[src/rtl/router_pkg.sv]
// Shared definitions for the mesh router node: header field positions,
// drop-counter width, FIFO operation encoding and the explicit pointer wrap.
package router_pkg;

  localparam int unsigned PCKG_SZ_DEF = 40;
  localparam int unsigned HDR_MSB     = PCKG_SZ_DEF - 1;
  localparam int unsigned HDR_LSB     = PCKG_SZ_DEF - 8;
  localparam int unsigned DROP_W      = 16;

  // Accepted operations in one cycle, encoded as {push_ok, pop_ok}
  typedef enum logic [1:0] {
    OP_IDLE = 2'b00,
    OP_POP  = 2'b01,
    OP_PUSH = 2'b10,
    OP_BOTH = 2'b11
  } fifo_op_e;

  // Depths need not be powers of two, so the wrap is explicit
  function automatic logic [7:0] ptr_inc(input logic [7:0] ptr, input int unsigned depth);
    return (32'(ptr) == depth - 1) ? 8'd0 : ptr + 8'd1;
  endfunction

endpackage

[src/rtl/port_in_fifo_if.sv]
// Producer/consumer bundle of the per-terminal ingress FIFO.
interface port_in_fifo_if #(
  parameter int unsigned pckg_sz  = 40,
  parameter int unsigned Fif_Size = 10
);
  import router_pkg::*;

  logic [pckg_sz-1:0]             Data_in;
  logic                           push;
  logic                           pop;
  logic [pckg_sz-1:0]             Data_out_i_in;
  logic                           pndng_i_in;
  logic                           full;
  logic                           almost_full;
  logic [$clog2(Fif_Size+1)-1:0]  count;
  logic [DROP_W-1:0]              drop_cnt;

  modport master (
    output Data_in, push, pop,
    input  Data_out_i_in, pndng_i_in, full, almost_full, count, drop_cnt
  );

  modport slave (
    input  Data_in, push, pop,
    output Data_out_i_in, pndng_i_in, full, almost_full, count, drop_cnt
  );

endinterface

[src/rtl/port_fifo_mem.sv]
// Packet storage: one synchronous write port, one asynchronous read port.
module port_fifo_mem #(
  parameter int unsigned pckg_sz  = 40,
  parameter int unsigned Fif_Size = 10
) (
  input  logic                         clk,
  input  logic                         we,
  input  logic [$clog2(Fif_Size)-1:0]  waddr,
  input  logic [pckg_sz-1:0]           wdata,
  input  logic [$clog2(Fif_Size)-1:0]  raddr,
  output logic [pckg_sz-1:0]           rdata
);

  logic [pckg_sz-1:0] mem [Fif_Size];

  always_ff @(posedge clk) begin
    if (we) mem[waddr] <= wdata;
  end

  assign rdata = mem[raddr];

endmodule

[src/rtl/port_in_fifo.sv]
// Per-terminal ingress FIFO: show-ahead head packet, full/almost-full
// backpressure and a saturating overflow drop counter.
module port_in_fifo
  import router_pkg::*;
#(
  parameter int unsigned pckg_sz  = 40,
  parameter int unsigned Fif_Size = 10,
  parameter int unsigned af_lvl   = 8
) (
  input  logic          clk,
  input  logic          rst,
  port_in_fifo_if.slave bus
);

  localparam int unsigned PW = $clog2(Fif_Size);
  localparam int unsigned CW = $clog2(Fif_Size + 1);

  logic [PW-1:0]      wr_q, wr_d, rd_q, rd_d;
  logic [CW-1:0]      count_q, count_d;
  logic [DROP_W-1:0]  drop_q, drop_d;
  logic               push_ok, pop_ok, drop;
  logic [pckg_sz-1:0] rdata;
  fifo_op_e           op;

  // Status is decoded from the occupancy register, never from pointers
  assign pop_ok  = bus.pop && (count_q != '0);
  assign push_ok = bus.push && ((count_q != CW'(Fif_Size)) || pop_ok);
  assign drop    = bus.push && !push_ok;
  assign op      = fifo_op_e'({push_ok, pop_ok});

  always_comb begin
    wr_d    = wr_q;
    rd_d    = rd_q;
    count_d = count_q;
    drop_d  = drop_q;
    if (push_ok) wr_d = PW'(ptr_inc(8'(wr_q), Fif_Size));
    if (pop_ok)  rd_d = PW'(ptr_inc(8'(rd_q), Fif_Size));
    case (op)
      OP_PUSH: count_d = count_q + CW'(1);
      OP_POP:  count_d = count_q - CW'(1);
      default: count_d = count_q;
    endcase
    if (drop && (drop_q != '1)) drop_d = drop_q + DROP_W'(1);
  end

  always_ff @(posedge clk or negedge rst) begin
    if (!rst) begin
      wr_q    <= '0;
      rd_q    <= '0;
      count_q <= '0;
      drop_q  <= '0;
    end else begin
      wr_q    <= wr_d;
      rd_q    <= rd_d;
      count_q <= count_d;
      drop_q  <= drop_d;
    end
  end

  port_fifo_mem #(
    .pckg_sz  (pckg_sz),
    .Fif_Size (Fif_Size)
  ) u_mem (
    .clk   (clk),
    .we    (push_ok),
    .waddr (wr_q),
    .wdata (bus.Data_in),
    .raddr (rd_q),
    .rdata (rdata)
  );

  assign bus.pndng_i_in    = (count_q != '0);
  assign bus.Data_out_i_in = bus.pndng_i_in ? rdata : '0;
  assign bus.full          = (count_q == CW'(Fif_Size));
  assign bus.almost_full   = (count_q >= CW'(af_lvl));
  assign bus.count         = count_q;
  assign bus.drop_cnt      = drop_q;

endmodule

[src/flat_wrapper.sv]
// flat-port wrapper written by rule: the top's interface ports become plain ports
module port_in_fifo_flat import router_pkg::*;
#(
  parameter int unsigned pckg_sz  = 40,
  parameter int unsigned Fif_Size = 10,
  parameter int unsigned af_lvl   = 8
)
  (clk, rst, bus_Data_in, bus_push, bus_pop, bus_Data_out_i_in, bus_pndng_i_in, bus_full, bus_almost_full, bus_count, bus_drop_cnt);
  port_in_fifo_if #(.pckg_sz(pckg_sz), .Fif_Size(Fif_Size)) bus_i ();
  input  logic clk;
  input  logic rst;
  input wire logic [$bits(bus_i.Data_in)-1:0] bus_Data_in;
  input wire logic [$bits(bus_i.push)-1:0] bus_push;
  input wire logic [$bits(bus_i.pop)-1:0] bus_pop;
  output wire logic [$bits(bus_i.Data_out_i_in)-1:0] bus_Data_out_i_in;
  output wire logic [$bits(bus_i.pndng_i_in)-1:0] bus_pndng_i_in;
  output wire logic [$bits(bus_i.full)-1:0] bus_full;
  output wire logic [$bits(bus_i.almost_full)-1:0] bus_almost_full;
  output wire logic [$bits(bus_i.count)-1:0] bus_count;
  output wire logic [$bits(bus_i.drop_cnt)-1:0] bus_drop_cnt;
  assign bus_i.Data_in = bus_Data_in;
  assign bus_i.push = bus_push;
  assign bus_i.pop = bus_pop;
  assign bus_Data_out_i_in = bus_i.Data_out_i_in;
  assign bus_pndng_i_in = bus_i.pndng_i_in;
  assign bus_full = bus_i.full;
  assign bus_almost_full = bus_i.almost_full;
  assign bus_count = bus_i.count;
  assign bus_drop_cnt = bus_i.drop_cnt;
  port_in_fifo #(.pckg_sz(pckg_sz), .Fif_Size(Fif_Size), .af_lvl(af_lvl)) u_core (.clk(clk), .rst(rst), .bus(bus_i));
endmodule
[config.mk]
export PLATFORM = sky130hd
export DESIGN_NAME = port_in_fifo_flat
export DESIGN_NICKNAME = d
export VERILOG_FILES = /design/src/rtl/router_pkg.sv /design/src/rtl/port_in_fifo_if.sv /design/src/rtl/port_fifo_mem.sv /design/src/rtl/port_in_fifo.sv /design/src/flat_wrapper.sv
export SDC_FILE = /design/constraint.sdc
export NUM_CORES = 1
export LEC_CHECK = 0
export BUFFER_PORTS_ARGS = -buffer_cell sky130_fd_sc_hd__buf_4
export CORE_MARGIN = 2
export CORE_UTILIZATION = 41
export DETAILED_ROUTE_END_ITERATION = 12
export SETUP_SLACK_MARGIN = 0.1
export SLEW_MARGIN = 0
export SYNTH_ARGS = -nofsm -noshare
export SYNTH_HDL_FRONTEND = slang
export SYNTH_SLANG_ARGS = --single-unit
[constraint.sdc]
create_clock -name clk -period 6.6 [get_ports clk]
set_input_delay 1.32 -clock clk [delete_from_list [all_inputs] [get_ports clk]]
set_output_delay 1.32 -clock clk [all_outputs]
set_load 0.005 [all_outputs]
# Word level (Yosys, flattened, before mapping)
# Memory sizes are Yosys's and may differ from the RTL's.
# Cells that the tools add are included.
# Widths: inputs -> output; s select.
[word_totals]
latch_bits = 0
in_bits = 44
regBits = 28
mem_bits_ro = 0
mem_bits_rw = 400
memories = 1
[op_classes]
n_reduce_logical = 8
bitwise = 0
multipliers = 0
eq_ne = 7
shift = 0
n_addsub = 5
magnitude_cmp = 1
div_mod_pow = 0
n_mux = 6
[memory_table]
columns = ["memory", "words", "word_bits", "rd", "rd_ports_with_merged_regs", "wr", "line", "rtl"]
rows = [
  ["u_core.u_mem.mem", 10, 40, 1, 0, 1, "port_fifo_mem.sv:14", "logic [pckg_sz-1:0] mem [Fif_Size];"],
]
[op_table]
columns = ["operator", "n"]
rows = [
  ["$mux 40", 1],
  ["$add 16x1->16 const B", 1],
  ["$ne 16x16->1 const B", 1],
  ["$add 4x1->4 const B", 3],
  ["$eq 4x4->1 const B", 3],
  ["$mux 4", 2],
  ["$pmux 4 s2", 1],
  ["$ge 4x4->1 const B", 1],
  ["$logic_and 1x1->1", 4],
  ["$ne 4x4->1 const B", 1],
  ["$reduce_bool 4->1", 1],
  ["$sub 4x1->4 const B", 1],
  ["$eq 2x1->1 const B", 1],
  ["$eq 2x2->1 const B", 1],
  ["$mux 1", 2],
  ["$reduce_bool 2->1", 1],
  ["$logic_not 1->1", 1],
  ["$logic_or 1x1->1", 1],
]

# Logic depth before layout (Yosys ltp)
[logic_depth]
ltp_word = 7
ltp_mapped = 9

# Modules after synthesis
# A second synthesis with hierarchy kept.
[unflattened]
cells_unflattened = 1005
area_unflattened_um2 = 17549.3
[modules_own_cells]
columns = ["module", "area_each_um2", "cells_per_inst", "seq_area_each_um2", "n_inst"]
rows = [
  ["port_fifo_mem", 15818.9, 827, 12011.5, 1],
  ["port_in_fifo", 1730.4, 178, 700.7, 1],
]

# Worst setup path after synthesis
# OpenSTA, ideal clock, no wires.
[synth_timing]
path_kind = "input port to flip-flop"
startpoint = "in bus_pop"
endpoint = "mem u_core.u_mem.mem[1][0] (enable)"
cell_stages = 5
arrival_ns = 5.824
setup_slack_ns = 0.239
setup_time_ns = 0.537
path_cell_list = "clkbuf_1 -> nand3b_1 -> o21a_1 -> nand2_1 -> nor4_1"
[synth_via]
elab_chain_cells = 5
[synth_lines]
columns = ["element", "line", "rtl"]
rows = [
  ["start, declared", "flat_wrapper.sv:14", "input wire logic [$bits(bus_i.pop)-1:0] bus_pop;"],
  ["$logic_and 1x1->1", "port_in_fifo.sv:26", "assign pop_ok = bus.pop && (count_q != '0);"],
  ["$logic_or 1x1->1", "port_in_fifo.sv:27", "assign push_ok = bus.push && ((count_q != CW'(Fif_Size)) || pop_ok);"],
  ["$logic_and 1x1->1", "port_in_fifo.sv:27", ""],
  ["$mux 1", "port_fifo_mem.sv:17", "if (we) mem[waddr] <= wdata;"],
  ["$mux 1 (not written as such)", "port_fifo_mem.sv:17", ""],
  ["end, declared", "port_fifo_mem.sv:14", ""],
]
# No other way between the ends.

# Final worst setup path
[layout_timing]
startpoint = "reg u_core.rd_q[3]"
endpoint = "out bus_Data_out_i_in[14]"
[layout_via]
elab_chain_cells = 2
[layout_lines]
columns = ["element", "line", "rtl"]
rows = [
  ["start, declared", "port_in_fifo.sv:18", "logic [PW-1:0] wr_q, wr_d, rd_q, rd_d;"],
  ["start signal, assigned", "port_in_fifo.sv:54", "rd_q <= rd_d;"],
  ["$mem_v2 10x40", "-", ""],
  ["$mux 40", "port_in_fifo.sv:73", "assign bus.Data_out_i_in = bus.pndng_i_in ? rdata : '0;"],
  ["end, declared", "flat_wrapper.sv:15", "output wire logic [$bits(bus_i.Data_out_i_in)-1:0] bus_Data_out_i_in;"],
]
# No other way between the ends.

==> flow_metrics.tcl <==
set metrics [dict create \
    status "finished, final reports clean" \
    ir_worst_vdd_mv 0.228 \
    ys_ff_latch 428 \
    fin_crit_ns 4.67 \
    fin_cells 1498 \
    arrival_ns 3.35 \
    ys_seq_area_share_pct 76.6 \
    io_pins 107 \
    port_buffers 106 \
    worst_pin_slew_ns 1.07 \
    clkTransAtPathRegs_ns 0.06 \
    htree_levels 2 \
    grt_max_degree 59 \
    setup-violations-final 0 \
    cts_root_buf "clkbuf_16" \
    syn_area_per_cell_um2 20.5 \
    hold_viol 0 \
    rr_worst_depth 4 \
    cp-start-kind "flop" \
    cts_buffers 46 \
    num_vias 8336 \
    synthDistinctLibCells 52 \
    cts_buffer_depth 3 \
    syn_area_um2 16600 \
    cts_hold_buf 0 \
    synthFlopType "edfxtp_1" \
    die_x_um 205 \
    hold_depth 1 \
    r2r_slack_ns 3.45 \
    synth_nets 855 \
    netlist_instances 809 \
    clock_latency_ns 0.57 \
    slew_headroom_pct 28.3 \
    rsz0062_at_grt "no" \
    holdPathEnd "u_core.bus.drop_cnt[6]$_DFFE_PN0P_" \
    dp_cells 1414 \
    synth_most_common_cell "edfxtp_1" \
    grt.overflow.total 0 \
    synth_top_area_share_pct 72.4 \
    endpoint_kind "output pin" \
    synth_edf_count 400 \
    dp_hpwl_um 18900 \
    maxSlewViolCount 0 \
    worstReg2RegEnd "u_core.u_mem.mem[7][6]$_DFFE_PP_" \
    post-cts-setup-buffers 0 \
    fin_skew_ns 0.0283 \
    fin_crit_sh_pct 70.8 \
    ys_top_cells_by_area "edfxtp_1 72%, mux4_2 11%, dfrtp_1 4.2%" \
    clock.fmax_mhz 214 \
    drive_gt1_share_pct 31.0 \
    wirelength_um 35400 \
    async_flop_share_pct 6.54 \
    antenna_cells_inserted 0 \
    criticalPathCategory "reg -> out" \
    tritoncts "yes" \
    cts.sinks 428 \
    area_growth_pct 17.6 \
    worstHoldStart "u_core.bus.drop_cnt[6]$_DFFE_PN0P_" \
    initial_core_util_pct 41.7 \
    nNetsFinal 983 \
    place_congestion 0.752 \
    critPathMaxFanout 46 \
    final_antenna_net_count 0 \
    yosysTopAreaCell "edfxtp_1" \
    p_leak_nw 6.53 \
    vias_per_cell 5.56 \
    synth_warnings 0 \
    synth_top_cells_by_count "400 x edfxtp_1, 80 x mux4_2, 41 x a211oi_1" \
    die_y_um 205 \
    first_global_vias 8524 \
    dieArea_um2 42100 \
    first_iter_violations 580 \
    p_per_area_nw_per_um2 428 \
    crit_required_ns 5.28 \
    grt.total_usage_pct 17.0 \
    wire_per_inst_um 23.6 \
    coreArea_um2 39800 \
    grt_pass1_wl_um 53100 \
    placementRows 73 \
    maxCapViolations 0 \
    drc 0 \
    timing.setup.tns_ns 0 \
    r2r_start "u_core.bus.count[0]$_DFFE_PN0P_" \
    antenna_found_initial 0 \
    dr.pass1.iters 5 \
    ctsResizeCount 0 \
    hold_class "reg -> reg" \
]
sequential cells by signal, summed over array words and instances, names as in the netlist:
name / count
u_core.u_mem.mem: 400
u_core.bus.drop_cnt: 16
u_core.wr_q: 4
u_core.bus.count: 4
u_core.rd_q: 4
cell families (layout without fill, tap and decap cells):
family	after synthesis	in the layout	synth area share, %
flip-flops	428	428	76.6
buffers and inverters	54	218	1.43
XOR/XNOR	19	19	1.00
AO/OA/AOI/OAI	105	105	4.37
AND/OR/NAND/NOR	77	77	2.87
adder cells (fa/ha/maj)	2	2	0.151
multiplexers	124	124	13.5
how the worst max path moves through the flow:
stage                                           from                          endpoint  slack [ns]
after floorplan                              bus_pop  u_core.u_mem.mem[1][0]$_DFFE_PP_        0.24
after global placement    u_core.rd_q[3]$_DFFE_PN0N_              bus_Data_out_i_in[9]        2.53
after global routing      u_core.rd_q[3]$_DFFE_PN0N_             bus_Data_out_i_in[14]        1.78
after CTS                 u_core.rd_q[3]$_DFFE_PN0N_             bus_Data_out_i_in[14]        1.91
final                     u_core.rd_q[3]$_DFFE_PN0N_             bus_Data_out_i_in[14]        1.93
after detailed placement  u_core.rd_q[3]$_DFFE_PN0N_             bus_Data_out_i_in[14]        2.50
power breakdown:
part	leakage, nW	internal (mW)	switching, mW
combinational	1.84	1.19	1.19
clock	0.708	1.36	1.04
sequential	3.98	3.28	0.295
layout by cell type (no fill, tap or decap), types with 12 or more instances in the layout:
cell type / synthesis / final
clkinv_2: 0 / 15
o22ai_1: 40 / 40
dfrtp_1: 28 / 25
nand2_1: 14 / 14
mux4_2: 80 / 80
a211oi_1: 41 / 41
xor2_1: 12 / 12
mux2i_1: 40 / 40
clkbuf_16: 0 / 47
buf_4: 3 / 129
edfxtp_1: 400 / 400
critical path, cell delays in order (launching register included):
cell and delay, ns:
dfrtp_2 0.34, buf_4 0.59, nand2b_2 0.82, buf_4 0.41, o22ai_1 0.16, a211oi_1 0.29
buf_4 0.17
cell type report:
type | count | area, um2
inverters | 4 | 15.0
repair buffers | 130 | 988
clock inverters | 28 | 215
multi-input cells | 327 | 3700
flip-flops and latches | 428 | 12700
clock buffers | 56 | 1210
fillers | 3307 | 20300
well taps | 525 | 657
layer usage:
layer	track usage (%)	wire length (um)	part of all wire [%]	up-vias
met4	4.16	568	1.6	0
li1	-	-	-	3653
met3	3.20	1940	5.5	43
met1	24.9	16200	46	4415
met5	0	0	0	-
met2	26.6	16700	47	225
metrics by stage:
step | cell area [um2] | utilization, % | hold slack, ns | power (mW) | setup slack, ns
floorplan | 16600 | - | 0.485 | 5.03 | 0.239
global placement | 18100 | 45.4 | 0.493 | 6.05 | 2.53
detailed placement | 18100 | 45.4 | 0.496 | 6.06 | 2.50
CTS | 19500 | 49.0 | 0.504 | 8.46 | 1.91
global route | 19500 | 49.0 | 0.528 | 8.75 | 1.78
finish | 19500 | 49.0 | 0.505 | 8.35 | 1.93
Note: power is estimated with default switching activity, not from simulation.
